$ cat config.mk
export PLATFORM = sky130hd
export DESIGN_NAME = mux_scanner
export DESIGN_NICKNAME = d
export VERILOG_FILES = /design/src/rtl/mux_scanner.sv
export SDC_FILE = /design/constraint.sdc
export NUM_CORES = 1
export LEC_CHECK = 0
export ABC_AREA = 1
export ABC_CLOCK_PERIOD_IN_PS = 2000
export CAP_MARGIN = 30
export CORE_MARGIN = 5
export CORE_UTILIZATION = 38
export CTS_BUF_LIST = sky130_fd_sc_hd__clkbuf_16
export CTS_CLUSTER_DIAMETER = 100
export DETAILED_ROUTE_END_ITERATION = 16
export GPL_TIMING_DRIVEN = 0
export PLACE_DENSITY = 0.83
export SYNTH_ARGS = -nofsm -noshare
export SYNTH_HDL_FRONTEND = slang
export SYNTH_SLANG_ARGS = --single-unit
$ cat constraint.sdc
create_clock -name clk -period 2 [get_ports clk]
set_input_delay 0.2 -clock clk [delete_from_list [all_inputs] [get_ports clk]]
set_output_delay 0.2 -clock clk [all_outputs]
set_load 0.005 [all_outputs]
$ cat src/rtl/mux_scanner.sv
// Registered N-channel multiplexer with a manual/scan sequencer and a
// valid/ready output port tagged with the source channel index.
module mux_scanner #(
  parameter int WIDTH    = 8,
  parameter int CHANNELS = 32,
  parameter int SEL_W    = 6,
  parameter int DWELL    = 0
) (
  input  logic                      clk,
  input  logic                      rst,
  input  logic [WIDTH*CHANNELS-1:0] data,
  input  logic [SEL_W-1:0]          select,
  input  logic                      mode,
  input  logic                      start,
  output logic [WIDTH-1:0]          q,
  output logic [SEL_W-1:0]          q_chan,
  output logic                      q_valid,
  input  logic                      q_ready,
  output logic                      busy,
  output logic                      done,
  output logic                      sel_err
);

  localparam int IDX_W = $clog2(CHANNELS);
  localparam int GAP_W = (DWELL > 1) ? $clog2(DWELL) : 1;
  localparam logic [GAP_W-1:0] GAP_LAST = (DWELL > 0) ? GAP_W'(DWELL - 1) : '0;
  localparam logic [SEL_W-1:0] LAST_CH  = SEL_W'(CHANNELS - 1);
  localparam int unsigned CH_U = CHANNELS;

  typedef enum logic [1:0] {
    IDLE   = 2'd0,
    SAMPLE = 2'd1,
    HOLD   = 2'd2,
    GAP    = 2'd3
  } state_t;

  state_t           state_q;
  logic             mode_q;
  logic [SEL_W-1:0] cur_sel_q;
  logic [GAP_W-1:0] gap_cnt_q;

  // Unpack the flat bus; pad to a power of two so any low-order index is legal.
  logic [WIDTH-1:0] chan [2**IDX_W];
  genvar gi;
  generate
    for (gi = 0; gi < 2**IDX_W; gi++) begin : g_chan
      if (gi < CHANNELS) begin : g_real
        assign chan[gi] = data[gi*WIDTH +: WIDTH];
      end else begin : g_pad
        assign chan[gi] = '0;
      end
    end
  endgenerate

  logic sel_oob;
  assign sel_oob = (32'(cur_sel_q) >= CH_U);

  always_ff @(posedge clk or posedge rst) begin
    if (rst) begin
      state_q   <= IDLE;
      mode_q    <= 1'b0;
      cur_sel_q <= '0;
      gap_cnt_q <= '0;
      q         <= '0;
      q_chan    <= '0;
      q_valid   <= 1'b0;
      busy      <= 1'b0;
      done      <= 1'b0;
      sel_err   <= 1'b0;
    end else begin
      done <= 1'b0;
      case (state_q)
        IDLE: begin
          if (start) begin
            mode_q    <= mode;
            cur_sel_q <= mode ? '0 : select;
            sel_err   <= 1'b0;
            busy      <= 1'b1;
            state_q   <= SAMPLE;
          end
        end
        SAMPLE: begin
          if (sel_oob) begin
            sel_err <= 1'b1;
            done    <= 1'b1;
            busy    <= 1'b0;
            state_q <= IDLE;
          end else begin
            q       <= chan[cur_sel_q[IDX_W-1:0]];
            q_chan  <= cur_sel_q;
            q_valid <= 1'b1;
            state_q <= HOLD;
          end
        end
        HOLD: begin
          if (q_ready) begin
            q_valid <= 1'b0;
            if (!mode_q || cur_sel_q == LAST_CH) begin
              done    <= 1'b1;
              busy    <= 1'b0;
              state_q <= IDLE;
            end else begin
              cur_sel_q <= cur_sel_q + SEL_W'(1);
              gap_cnt_q <= '0;
              state_q   <= (DWELL > 0) ? GAP : SAMPLE;
            end
          end
        end
        GAP: begin
          if (gap_cnt_q == GAP_LAST) begin
            state_q <= SAMPLE;
          end else begin
            gap_cnt_q <= gap_cnt_q + GAP_W'(1);
          end
        end
        default: state_q <= IDLE;
      endcase
    end
  end

endmodule
==> flow_summary_export.csv <==
group,metric,value,unit
setup_path,rr_worst_depth,11,
setup_path,r2r_slack,0.15,ns
synthesis,yosysSeqAreaShare,15.2,%
synthesis,synthFlopType,"dfrtp_1",
setup_path,cp-end-kind,"register",
setup_path,path_delay_family,"buffers and inverters",
grt,grt_use_total,28.9,%
clock_tree,h-tree-depth,1,
timing,fin_crit_sh,92.5,%
routing,drc,0,
placed_design,dp_cells,1323,
grt,overflow,0,
power_and_ir_drop,comb_power_share,79.9,%
setup_path,crit_arrival,1.95,ns
die,die_w,118,um
setup_path,cp_max_fo,9,
grt,grt_max_degree,16,
power_and_ir_drop,pwr-share-seq,13.5,%
synthesis,synth.top_cells.by_count,"nand2_1, nand3_1, inv_1",
layout,final_util,66.2,%
routing,drt-wirelength-per-cell,16.3,um
setup_path,worstPathRequired,2.10,ns
synthesis,ys_top_cells_by_area,"nand2_1, nand3_1, dfrtp_1, inv_1, buf_2",
placed_design,dp_hpwl,17900,um
routing,viasPerCell,4.89,
synthesis,ys_types,30,
placed_design,place.gp.congestion,0.965,
synthesis,ys_seq_elements,27,
synthesis,yosysTopAreaCell,"nand2_1",
synthesis,synth_warnings,0,
status,status,"finished clean",
power_and_ir_drop,leakage,0.00403,uW
power_and_ir_drop,p_int,3260,uW
timing,fin_ws,0.149,ns
routing,finalWirelength,21600,um
setup_path,cp_slowest_stage_delay,0.42,ns
timing,layout_min_cycle_time,1.85,ns
clock_tree,ctsResizeCount,0,
setup_path,startpoint_type,"register",
hold_path,hold_class,"in -> async",
layout,num_antenna_cells,0,
synthesis,synth.avg_cell_area,4.97,um2
die,dieHeight,118,um
setup_path,path_cells,"inv_1, ha_1, buf_4, inv_2, or2_1, nand2_1, inv_1, nand2_4, inv_2, nand2_1, o21ai_0",
timing,relSlewSlack,55.7,%
grt,antenna_found_initial,0,
clock_tree,cts_buffer_depth,2,
timing,rsz0062_at_grt,"no",
power_and_ir_drop,p_switching,3620,uW
clock_tree,hold_buffers,0,
power_and_ir_drop,ir_drop,852,uV
timing,fin_skew,0.00459,ns
placed_design,placed_cell_area,0.00748,mm2
layout,drive_above_1_share,5.07,%
routing,drt_first_iter_violations,532,
placed_design,dp_worst_setup_slack,0.197,ns
synthesis,synthCells,895,
setup_path,critical_path_buf_inv_count,5,
layout,fill_cells,1143,
die,placeableCoreArea,0.0114,mm2
power_and_ir_drop,pwr-share-clk,6.6,%
die,io_pins,285,
clock_tree,cts_root_buf,"clkbuf_16",
timing,hold_viol,0,
clock_tree,clk_pin_slew_worst_paths,0.07,ns
grt,grt_pass1_vias,6079,
setup_path,r2r-start,"state_q[0]",
job,max-cap-violations,0,
power_and_ir_drop,p_per_area,910,mW/mm2
setup_path,criticalPathCategory,"reg -> reg",
grt,grt_pass1_wl,33000,um
synthesis,yosysTopAreaCellShare,35.9,%
layout,area_growth,70.1,%
layout,fin_nets,1458,
routing,ant_nets,0,
die,core.rowCount,39,
clock_tree,cts_setup_buffers,0,
setup_path,r2r-end,"cur_sel_q[2]",
routing,vias,6495,
clock_tree,cts_sinks,27,
placed_design,port_buffers,284,
layout,seqCellArea,676,um2
clock_tree,clock_latency,0.26,ns
timing,slew_viol_final,0,
timing,fmax,540,MHz
synthesis,yosysMostFrequentCell,"nand2_1",
clock_tree,cts_buffers,3,
setup_path,critPathSlowestCell,"dfrtp_1",
timing,worst_slew_pin_slew,0.665,ns
synthesis,synth_edf_count,0,
timing,setup_tns,0,ns
die,die-area,0.0140,mm2
layout,final_area,0.00756,mm2
synthesis,async_flop_share,100,%
synthesis,synth_fp_nets,1168,
layout,multiInputGateArea,0.00287,mm2
synthesis,synth_area,0.00444,mm2
routing,first_pass_iters,5,
die,start_util,38.9,%
clock_tree,cts_tree,"done",
timing,setup_viol,0,
layout,stdcell_count,1327,
power_and_ir_drop,switching_share,52.6,%
power by group through the flow:
stage | sequential [uW] | clock (uW) | combinational [uW]
floorplan | 925 | 0 | 3310
global placement | 923 | 0 | 5360
detailed placement | 931 | 0 | 5420
CTS | 924 | 455 | 5450
global route | 957 | 482 | 6030
finish | 928 | 454 | 5500
area by class of cell:
class	count	share of cell area, %
tap	143	2.37
timing repair buffer	285	37.8
clock buffer	3	0.993
inverter	144	7.18
sequential	27	8.94
buffer	56	4.68
clock inverter	1	0.0662
multi-input combinational	668	38.0
per-layer routing:
layer	global-route usage, %	up-vias	share of wire [%]
met5	0	-	0
met4	5.95	0	1.9
met3	5.01	26	9.5
met2	51.4	310	49
met1	36.5	2868	39
li1	-	3291	-
metrics by stage:
stage	hold WS (ns)	power [uW]
6_report	0.264	6880
5_1_grt	0.308	7470
4_1_cts	0.283	6830
3_5_place_dp	0.479	6350
3_3_place_gp	0.468	6280
2_1_floorplan	0.253	4240
cells by family after synthesis:
group	count (synthesis)	share of synthesized area [%]
and+or+nand+nor	628	58.4
buffers and inverters	200	20.2
AOI/OAI and AO/OA	32	4.05
DFF	27	15.2
adders and majority gates	6	1.69
xor gates and xnor gates	1	0.197
muxes	1	0.253
state kept, by name (all words and copies together), names as in the netlist:
name,count
state_q,2
sel_err,1
done,1
busy,1
q_chan,6
q,8
mode_q,1
cur_sel_q,6
q_valid,1
cells in the final DEF (no fill, tap or decap), drive strengths merged:
cell,n
nand2,426
clkdlybuf4s50,284
nand3,174
inv,143
buf,49
dfrtp,27
nor2,26
o21ai,25
clkbuf,11
ha,6
a22oi,2
clkinv,2
o211ai,1
or2,1
o2bb2ai,1
a31oi,1
a21boi,1
a21oi,1
mux2,1
nor3,1
xnor2,1
how the worst max path moves through the flow:
stage,from,end,depth (start not counted)
final,state_q[0],cur_sel_q[2],11
after global placement,cur_sel_q[2],q[5],8
after floorplan,state_q[0],cur_sel_q[2],11
after detailed placement,cur_sel_q[2],q[5],8
after global routing,state_q[1],q[0],8
after CTS,cur_sel_q[2],q[5],8
Power figures use the tool's default switching activity.
